$ cat config.mk
export PLATFORM = sky130hd
export DESIGN_NAME = ram_4x16_ctrl_flat
export DESIGN_NICKNAME = d
export VERILOG_FILES = /design/src/rtl/ram_4x16_ctrl_if.sv /design/src/rtl/ram_4x16_ctrl.sv /design/src/flat_wrapper.sv
export SDC_FILE = /design/constraint.sdc
export NUM_CORES = 1
export LEC_CHECK = 0
export BUFFER_PORTS_ARGS = -buffer_cell sky130_fd_sc_hd__buf_2
export CAP_MARGIN = 20
export CORE_MARGIN = 3
export CORE_UTILIZATION = 45
export CTS_CLUSTER_SIZE = 40
export DETAILED_ROUTE_END_ITERATION = 10
export HOLD_SLACK_MARGIN = 0.08
export PLACE_DENSITY = 0.84
export SYNTH_ARGS = -nofsm -noshare
export SYNTH_HDL_FRONTEND = slang
export SYNTH_SLANG_ARGS = --single-unit
$ cat constraint.sdc
create_clock -name clk -period 1.5 [get_ports clk]
set_input_delay 0.3 -clock clk [delete_from_list [all_inputs] [get_ports clk]]
set_output_delay 0.3 -clock clk [all_outputs]
set_load 0.03 [all_outputs]
$ cat src/rtl/ram_4x16_ctrl_if.sv
// Request/response bundle between a datapath initiator and the ram_4x16 controller.
// The controller takes the slave side; whoever issues reads/writes/clears takes the master side.
interface ram_4x16_ctrl_if #(
   parameter int ADDR_W = 2,
   parameter int DATA_W = 16
);
   logic              req_valid;
   logic              req_ready;
   logic              req_write;
   logic [ADDR_W-1:0] req_addr;
   logic [DATA_W-1:0] req_dados;
   logic              clear_req;
   logic              resp_valid;
   logic              resp_ready;
   logic [DATA_W-1:0] resp_dados;
   logic              busy;
   logic              clear_done;

   modport master (
      output req_valid, req_write, req_addr, req_dados, clear_req, resp_ready,
      input  req_ready, resp_valid, resp_dados, busy, clear_done
   );

   modport slave (
      input  req_valid, req_write, req_addr, req_dados, clear_req, resp_ready,
      output req_ready, resp_valid, resp_dados, busy, clear_done
   );
endinterface

$ cat src/rtl/ram_4x16_ctrl.sv
// Single-word read/write controller for the 4x16 RAM, plus an on-demand zeroing sweep.
// Every output is a register loaded from the next-state decode, so nothing glitches toward the RAM.
module ram_4x16_ctrl #(
   parameter int ADDR_W   = 2,
   parameter int DATA_W   = 16,
   parameter int READ_LAT = 1
) (
   input  logic              clk,
   input  logic              reset,
   ram_4x16_ctrl_if.slave    bus,
   output logic              mem_enable,
   output logic              mem_write_enable,
   output logic [ADDR_W-1:0] mem_addr,
   output logic [DATA_W-1:0] mem_dados_out,
   input  logic [DATA_W-1:0] mem_dados_in
);
   localparam int              LAT_W    = (READ_LAT > 1) ? $clog2(READ_LAT) : 1;
   localparam logic [LAT_W-1:0] LAT_LAST = LAT_W'(READ_LAT - 1);

   typedef enum logic [2:0] {S_IDLE, S_WRITE, S_READ, S_RESP, S_CLEAR} state_t;

   state_t            r_state, w_state_next;
   logic              r_req_ready, w_req_ready_next;
   logic              r_resp_valid, w_resp_valid_next;
   logic              r_busy, w_busy_next;
   logic              r_clear_done, w_clear_done_next;
   logic              r_mem_en, w_mem_en_next;
   logic              r_mem_we, w_mem_we_next;
   logic [ADDR_W-1:0] r_mem_addr, w_mem_addr_next;
   logic [DATA_W-1:0] r_mem_wdata, w_mem_wdata_next;
   logic [DATA_W-1:0] r_resp_dados, w_resp_dados_next;
   logic [LAT_W-1:0]  r_lat, w_lat_next;

   // The address register doubles as the sweep counter during CLEAR.
   always_comb begin
      w_state_next      = r_state;
      w_mem_addr_next   = r_mem_addr;
      w_mem_wdata_next  = '0;
      w_resp_dados_next = r_resp_dados;
      w_lat_next        = r_lat;
      w_clear_done_next = 1'b0;

      case (r_state)
         S_IDLE: begin
            if (bus.clear_req) begin
               w_state_next    = S_CLEAR;
               w_mem_addr_next = '0;
            end else if (bus.req_valid && r_req_ready) begin
               w_mem_addr_next = bus.req_addr;
               if (bus.req_write) begin
                  w_state_next     = S_WRITE;
                  w_mem_wdata_next = bus.req_dados;
               end else begin
                  w_state_next = S_READ;
                  w_lat_next   = '0;
               end
            end
         end
         S_WRITE: w_state_next = S_IDLE;
         S_READ: begin
            if (r_lat == LAT_LAST) begin
               w_resp_dados_next = mem_dados_in;
               w_state_next      = S_RESP;
            end else begin
               w_lat_next = r_lat + 1'b1;
            end
         end
         S_RESP: begin
            if (bus.resp_ready) w_state_next = S_IDLE;
         end
         S_CLEAR: begin
            if (r_mem_addr == '1) begin
               w_state_next      = S_IDLE;
               w_mem_addr_next   = '0;
               w_clear_done_next = 1'b1;
            end else begin
               w_mem_addr_next = r_mem_addr + 1'b1;
            end
         end
         default: w_state_next = S_IDLE;
      endcase

      w_req_ready_next  = (w_state_next == S_IDLE);
      w_busy_next       = (w_state_next != S_IDLE);
      w_resp_valid_next = (w_state_next == S_RESP);
      w_mem_en_next     = (w_state_next == S_WRITE) || (w_state_next == S_READ) ||
                          (w_state_next == S_CLEAR);
      w_mem_we_next     = (w_state_next == S_WRITE) || (w_state_next == S_CLEAR);
   end

   always_ff @(posedge clk or posedge reset) begin
      if (reset) begin
         r_state      <= S_IDLE;
         r_req_ready  <= 1'b0;
         r_resp_valid <= 1'b0;
         r_busy       <= 1'b0;
         r_clear_done <= 1'b0;
         r_mem_en     <= 1'b0;
         r_mem_we     <= 1'b0;
         r_mem_addr   <= '0;
         r_mem_wdata  <= '0;
         r_resp_dados <= '0;
         r_lat        <= '0;
      end else begin
         r_state      <= w_state_next;
         r_req_ready  <= w_req_ready_next;
         r_resp_valid <= w_resp_valid_next;
         r_busy       <= w_busy_next;
         r_clear_done <= w_clear_done_next;
         r_mem_en     <= w_mem_en_next;
         r_mem_we     <= w_mem_we_next;
         r_mem_addr   <= w_mem_addr_next;
         r_mem_wdata  <= w_mem_wdata_next;
         r_resp_dados <= w_resp_dados_next;
         r_lat        <= w_lat_next;
      end
   end

   assign bus.req_ready     = r_req_ready;
   assign bus.resp_valid    = r_resp_valid;
   assign bus.resp_dados    = r_resp_dados;
   assign bus.busy          = r_busy;
   assign bus.clear_done    = r_clear_done;
   assign mem_enable        = r_mem_en;
   assign mem_write_enable  = r_mem_we;
   assign mem_addr          = r_mem_addr;
   assign mem_dados_out     = r_mem_wdata;
endmodule

$ cat src/flat_wrapper.sv
// flat-port wrapper written by rule: the top's interface ports become plain ports
module ram_4x16_ctrl_flat 
#(
   parameter int ADDR_W   = 2,
   parameter int DATA_W   = 16,
   parameter int READ_LAT = 1
)
  (clk, reset, mem_enable, mem_write_enable, mem_addr, mem_dados_out, mem_dados_in, bus_req_valid, bus_req_write, bus_req_addr, bus_req_dados, bus_clear_req, bus_resp_ready, bus_req_ready, bus_resp_valid, bus_resp_dados, bus_busy, bus_clear_done);
  ram_4x16_ctrl_if #(.ADDR_W(ADDR_W), .DATA_W(DATA_W)) bus_i ();
  input  logic clk;
  input  logic reset;
  output logic mem_enable;
  output logic mem_write_enable;
  output logic [ADDR_W-1:0] mem_addr;
  output logic [DATA_W-1:0] mem_dados_out;
  input  logic [DATA_W-1:0] mem_dados_in;
  input wire logic [$bits(bus_i.req_valid)-1:0] bus_req_valid;
  input wire logic [$bits(bus_i.req_write)-1:0] bus_req_write;
  input wire logic [$bits(bus_i.req_addr)-1:0] bus_req_addr;
  input wire logic [$bits(bus_i.req_dados)-1:0] bus_req_dados;
  input wire logic [$bits(bus_i.clear_req)-1:0] bus_clear_req;
  input wire logic [$bits(bus_i.resp_ready)-1:0] bus_resp_ready;
  output wire logic [$bits(bus_i.req_ready)-1:0] bus_req_ready;
  output wire logic [$bits(bus_i.resp_valid)-1:0] bus_resp_valid;
  output wire logic [$bits(bus_i.resp_dados)-1:0] bus_resp_dados;
  output wire logic [$bits(bus_i.busy)-1:0] bus_busy;
  output wire logic [$bits(bus_i.clear_done)-1:0] bus_clear_done;
  assign bus_i.req_valid = bus_req_valid;
  assign bus_i.req_write = bus_req_write;
  assign bus_i.req_addr = bus_req_addr;
  assign bus_i.req_dados = bus_req_dados;
  assign bus_i.clear_req = bus_clear_req;
  assign bus_i.resp_ready = bus_resp_ready;
  assign bus_req_ready = bus_i.req_ready;
  assign bus_resp_valid = bus_i.resp_valid;
  assign bus_resp_dados = bus_i.resp_dados;
  assign bus_busy = bus_i.busy;
  assign bus_clear_done = bus_i.clear_done;
  ram_4x16_ctrl #(.ADDR_W(ADDR_W), .DATA_W(DATA_W), .READ_LAT(READ_LAT)) u_core (.clk(clk), .reset(reset), .bus(bus_i), .mem_enable(mem_enable), .mem_write_enable(mem_write_enable), .mem_addr(mem_addr), .mem_dados_out(mem_dados_out), .mem_dados_in(mem_dados_in));
endmodule
; Word level (Yosys, flattened, before mapping)
; Cells that the tools add are included.
; Widths: inputs -> output; s select.
[op_classes]
eq_ne = 12
n_addsub = 2
bitwise = 1
n_mux = 22
n_reduce_logical = 12
[ops]
columns = cell, n
row1 = $mux 16, 4
row2 = $mux 3, 5
row3 = $eq 3x2->1 const B, 4
row4 = $pmux 3 s4, 1
row5 = $mux 2, 4
row6 = $eq 3x3->1 const B, 2
row7 = $logic_not 3->1, 2
row8 = $mux 1, 6
row9 = $ne 2x2->1 const B, 2
row10 = $pmux 2 s2, 1
row11 = $reduce_and 2->1, 2
row12 = $reduce_and 4->1, 1
row13 = $reduce_bool 2->1, 2
row14 = $eq 3x1->1 const B, 1
row15 = $logic_or 1x1->1, 3
row16 = $ne 3x2->1 const B, 1
row17 = $reduce_bool 3->1, 1
row18 = $add 2x1->2 const B, 1
row19 = $eq 2x2->1 const B, 1
row20 = $ne 2x1->1 const B, 1
row21 = $pmux 1 s2, 1
row22 = $add 1x1->1 const B, 1
row23 = $logic_and 1x1->1, 1
row24 = $not 1->1, 1
[word_totals]
wordCells = 60
reg_bits = 44
output_inout_bits = 40

; Longest topological paths before layout
[depth]
depth_word = 7
depth_mapped = 5
depth_no_buf = 4

; Worst setup path before layout
; Ideal clock, no wire load.
[synth_path]
path_kind = reg2reg
from = register u_core.r_mem_addr[0], in the netlist u_core.mem_addr[0]
to = register u_core.r_mem_addr[1], in the netlist u_core.mem_addr[1]
setup_slack_ns = 0.036
path_buffers = 0
required_time_ns = 1.375
period_less_slack_ns = 1.464
setup_time_ns = 0.125
stages_incl_launch_ff = 4
t_arrival_ns = 1.339
cell_sequence = dfrtp_1 ha_1 mux2_1 mux2_2
[synth_between]
elab_chain_len = 3
elab_cells_between_ends = 4
[synth_lines]
columns = item, line_no
row1 = from (decl), ram_4x16_ctrl.sv:29  ; logic [ADDR_W-1:0] r_mem_addr, w_mem_addr_next;
row2 = from (signal assigned), ram_4x16_ctrl.sv:112  ; r_mem_addr <= w_mem_addr_next;
row3 = $add 2x1->2 or $eq 2x2->1 (tied branches), "ram_4x16_ctrl.sv:77, ram_4x16_ctrl.sv:72"
row4 = $mux 2 (*), ram_4x16_ctrl.sv:72  ; if (r_mem_addr == '1) begin
row5 = $pmux 2 s2 (*), ram_4x16_ctrl.sv:43  ; case (r_state)
; Mark *: on every way between the ends. The rest lies on a longest branch, timed or not.
; A chain may end at the register's enable or synchronous reset.

; Final worst setup path
[layout_path]
from = register u_core.r_state[1]
to = register u_core.r_mem_addr[1], in the netlist u_core.mem_addr[1]
[layout_between]
elab_chain_len = 3
elab_cells_between_ends = 6
[layout_lines]
columns = item, line_no
row1 = from (decl), ram_4x16_ctrl.sv:22  ; state_t r_state, w_state_next;
row2 = from (signal assigned), ram_4x16_ctrl.sv:105  ; r_state <= w_state_next;
row3 = $logic_not 3->1 or $eq 3x3->1 (tied branches), ram_4x16_ctrl.sv:43
row4 = $ne 3x2->1 (no source line) or $reduce_bool 2->1 (tied branches), -
row5 = $reduce_and 2->1 (no source line), -
; Several ways; a longest one is shown, not always the timed one.

==> results.txt <==
----------------------------------------------------
[Run status]
  Status ... finished, final reports clean

[Floorplanning]
  Die footprint ... between 4000 and 5000 um2
  Floorplan core area ... between 3000 and 4000 um2
  Starting density of the core ... 0.483
  DIE HEIGHT ... ~67 um
  Rows ... 21
  Die width ... between 60 and 70 um
  Total I/O pin count ... 80

[Pwr]
  Leakage power of the design ... between 1 and 1.5 nW
  Maximum resistive drop on vdd ... 0.00106 V
  Pwr/cell area ... 2140 nW/um2

[Min path]
  Hold Crit Class ... in -> reg

[Worst setup path]
  CP Data Required Time ... approximately 1700 ps
  Arrival time of the worst setup path ... between 1500 and 2000 ps
  Critical Path Fanout Max ... 4
  CP startpoint ... u_core.r_state[1]
  Worst reg-to-reg setup slack ... around 79 ps
  Capturing element of the worst setup path ... u_core.mem_addr[1]
  Reg-to-reg startpoint ... u_core.r_state[1]
  Max incr delay on CP ... 440 ps
  Worst-path cell with the longest stage delay ... sky130_fd_sc_hd__dfrtp_1
  Worst r2r path cells ... 3
  CP cell instances ... nor3b_2 -> mux2_1 -> mux2_2
  Critical Path Source Type ... flip-flop
  RR Endpoint ... u_core.mem_addr[1]
  Kind of end point of the critical path ... flip-flop
  Critical path start-end classification ... reg -> reg

[STA]
  Final TNS setup ... 0 ps
  Minimum clock period after layout ... 1420 ps
  Count of final max-slew check failures ... 0
  Highest clock rate ... a little over 0.7 GHz
  Transition time of the tightest slew-check pin ... 490 ps
  Setup repair after global routing missed its margin ... no
  Finish-stage setup viols ... 0
  Hold violation count in the final report ... 0
  Portion of the clock cycle consumed by the worst path in the final layout ... 0.948
  Worst slew margin relative to its limit ... 0.674
  Setup clock skew after layout ... slightly above 6 ps

[Cells and area]
  FILL cells ... 260
  Number of antenna diodes ... 0
  Area overhead of the layout relative to synthesis ... 38.2%
  Fraction of layout instances using a drive strength above 1 ... 0.569
  Number of standard cells in the final layout excluding fillers ... ~250
  NumNets Final ... roughly 240

[Global routing]
  Vias in the first global route ... about 1100
  Aggregate global routing overflow ... 0
  Largest net degree at the start of global routing ... 44
  First-pass GRT wire length ... ~5200 um
  Global routing usage summed across all routing layers ... 0.154
  Initial antenna violation count ... 0

[Clock tree]
  Root Driver ... sky130_fd_sc_hd__clkbuf_8
  TritonCTS clock tree ... yes
  H-Tree Level Count ... 2
  Max Root-Sink Buffers ... 2
  Inserted Clock Buffers ... 5
  Number of sinks handled by clock tree synthesis ... 43
  Worst-Skew Late Latency ... 280 ps
  Clock Pin Slew Worst Setup and Hold Paths ... 80 ps

[Detailed routing]
  Total DRC errors in the routed layout ... 0
  Detailed-routing iteration count for the pre-antenna-repair pass ... 4
  Wire length per cell after detailed routing ... between 10 and 15 um
  Total Wirelength ... ~3400 um
  Starting DRT DRC Count ... 83
  Vias ... around 1200
  Post-detailed-route via-to-cell ratio ... roughly 4.8
  Antenna Nets Post-Route ... 0

[Synthesis]
  Largest area contributor in the netlist ... sky130_fd_sc_hd__dfrtp_1
  Portion of synthesized cell area occupied by the leading cell type ... 0.647
  Average size of a mapped cell ... between 10 and 15 um2
  Number of warning messages in the yosys log ... 0
  Main combinational cell family by area after synthesis ... multiplexers
  Simple-Gate Fraction of Synth Area ... 0.133
  Sequential-to-total area share from yosys stat ... 0.647
  Xor and xnor fraction of the mapped netlist area ... 0
  Fraction of synthesized area in multiplexers ... 0.158
  Synth Area in Adders ... 0.00752
  Complex-gate fraction of the synthesized area ... 0.0331
  Synth top area cells ... sky130_fd_sc_hd__dfrtp_1, sky130_fd_sc_hd__mux2_4, sky130_fd_sc_hd__and3_1
  Cell count after synthesis ... roughly 110
  Post-synthesis instance area ... 1660 um2
  Mapped Nets ... 154
  Count of state elements after synthesis ... 43
  Unique masters post-synth ... 26

[Placement]
  Instance count after placement with tap cells included ... between 200 and 250
  Count of buffers from port buffering ... 79
  Placer congestion estimate ... about 0.66
  Final HPWL DP ... 2540 um

[Flow run]
  Max capacitance violation total ... 0

----------------------------------------------------
-- Yosys cell counts --
cell                       count
sky130_fd_sc_hd__o21ai_1       1
sky130_fd_sc_hd__a21boi_1      1
sky130_fd_sc_hd__dfrtp_1      43
sky130_fd_sc_hd__inv_1         3
sky130_fd_sc_hd__a21o_1        1
sky130_fd_sc_hd__mux2_4       10
sky130_fd_sc_hd__ha_1          1
sky130_fd_sc_hd__nor4_4        1
sky130_fd_sc_hd__mux2_2        8
sky130_fd_sc_hd__and3_1       17
sky130_fd_sc_hd__a21oi_1       1
sky130_fd_sc_hd__and2_1        1
sky130_fd_sc_hd__nand2b_2      1
sky130_fd_sc_hd__nor2b_1       4
sky130_fd_sc_hd__nor3b_2       1
sky130_fd_sc_hd__nor2_4        1
sky130_fd_sc_hd__o21ai_0       1
sky130_fd_sc_hd__o211ai_1      1
sky130_fd_sc_hd__o211a_1       1
sky130_fd_sc_hd__clkbuf_1      2
sky130_fd_sc_hd__nor2_1        3
sky130_fd_sc_hd__nand2_1       5
sky130_fd_sc_hd__o31ai_1       1
sky130_fd_sc_hd__mux2_1        2
sky130_fd_sc_hd__buf_2         1
sky130_fd_sc_hd__buf_6         1
-- area by class of cell --
type | count | area [um2] | share of cell area
timing repair buffer | 85 | 468 | 0.204
clock buffer | 6 | 72.6 | 0.0316
multi-input combinational | 63 | 552 | 0.240
tap | 46 | 57.6 | 0.0250
clock inverter | 2 | 60.1 | 0.0261
sequential | 43 | 1080 | 0.469
inverter | 3 | 11.3 | 0.00490
-- stage by stage --
stage	power, W	utilization	hold WS (ps)	instance area, um2	worst slack [ps]
3_3_place_gp	0.00385	0.626	351	2150	98.6
6_report	0.00493	0.668	245	2300	78.7
5_1_grt	0.00519	0.668	239	2300	9.39
4_1_cts	0.00496	0.667	238	2300	48.9
2_1_floorplan	0.00328	-	448	1660	36.1
3_5_place_dp	0.00392	0.626	358	2150	59.6
-- worst min path at each step --
stage,endpoint,slack [ps],cells after the start,from
after CTS,u_core.mem_dados_out[4],240,2,bus_req_dados[4]
after floorplan,u_core.bus.resp_dados[0],450,1,mem_dados_in[0]
final,u_core.mem_dados_out[4],240,2,bus_req_dados[4]
after detailed placement,u_core.bus.resp_dados[13],360,3,reset
after global routing,u_core.bus.resp_dados[5],240,2,mem_dados_in[5]
after global placement,u_core.mem_dados_out[2],350,3,reset
-- where the power goes --
part	internal, W	leakage [nW]	total, W	switching, W
logic	0.000884	0.692	0.00216	0.00128
clock network	0.000665	0.0654	0.00102	0.000358
registers	0.00153	0.551	0.00174	0.000210
-- critical path: cells and delay by family (launching register included) --
kind / cells / cell delay (ps)
muxes: 2 / 600
and+or+nand+nor: 1 / 280
DFF: 1 / 440
-- metal layers --
metal | up-vias | GRT usage | wire, um
met5 | - | 0 | 0
met1 | 564 | 0.194 | 1460
met4 | 0 | 0.0457 | 19
met2 | 59 | 0.262 | 1620
li1 | 562 | - | -
met3 | 2 | 0.0354 | 318
-- kinds of logic after synthesis --
family / count (synthesis)
buffers and inverters: 7
adders and majority gates: 1
muxes: 20
DFF: 43
and+or+nand+nor: 34
AOI/OAI and AO/OA: 8
-- flip-flops by register name (all words and copies together) (netlist names) --
register / cells
u_core.bus.resp_dados: 16
u_core.mem_dados_out: 16
u_core.r_state: 3
u_core.mem_addr: 2
u_core.bus.busy: 1
u_core.bus.clear_done: 1
u_core.bus.req_ready: 1
u_core.bus.resp_valid: 1
u_core.mem_enable: 1
u_core.mem_write_enable: 1
-- what timing repair did --
item | 4_1_cts | 5_1_grt
setup endpoints to repair | 0 | 2
buffers inserted | 0 | 0
hold buffers | 1 | 0
resized for setup | 0 | 1
hold endpoints to repair | 43 | 0
-- cells in the final DEF, fill, tap and decap left out --
cell / n
sky130_fd_sc_hd__a21boi_1: 1
sky130_fd_sc_hd__a21o_1: 1
sky130_fd_sc_hd__and3_1: 17
sky130_fd_sc_hd__a21oi_1: 1
sky130_fd_sc_hd__mux2_4: 10
sky130_fd_sc_hd__dfrtp_2: 1
sky130_fd_sc_hd__nand2b_2: 1
sky130_fd_sc_hd__inv_2: 1
sky130_fd_sc_hd__nor2_4: 1
sky130_fd_sc_hd__nor4_4: 1
sky130_fd_sc_hd__nor2b_1: 4
sky130_fd_sc_hd__mux2_1: 2
sky130_fd_sc_hd__o31ai_1: 1
sky130_fd_sc_hd__dlygate4sd3_1: 1
sky130_fd_sc_hd__nor2_1: 3
sky130_fd_sc_hd__o21ai_1: 1
sky130_fd_sc_hd__mux2_2: 8
sky130_fd_sc_hd__clkbuf_1: 1
sky130_fd_sc_hd__nor3b_2: 1
sky130_fd_sc_hd__o21ai_0: 1
sky130_fd_sc_hd__bufinv_16: 2
sky130_fd_sc_hd__ha_1: 1
sky130_fd_sc_hd__buf_4: 3
sky130_fd_sc_hd__buf_2: 79
sky130_fd_sc_hd__and2_1: 1
sky130_fd_sc_hd__inv_1: 2
sky130_fd_sc_hd__o211ai_1: 1
sky130_fd_sc_hd__clkbuf_8: 5
sky130_fd_sc_hd__buf_12: 2
sky130_fd_sc_hd__nand2_1: 5
sky130_fd_sc_hd__dfrtp_1: 42
sky130_fd_sc_hd__o211a_1: 1
Power figures use the tool's default switching activity.
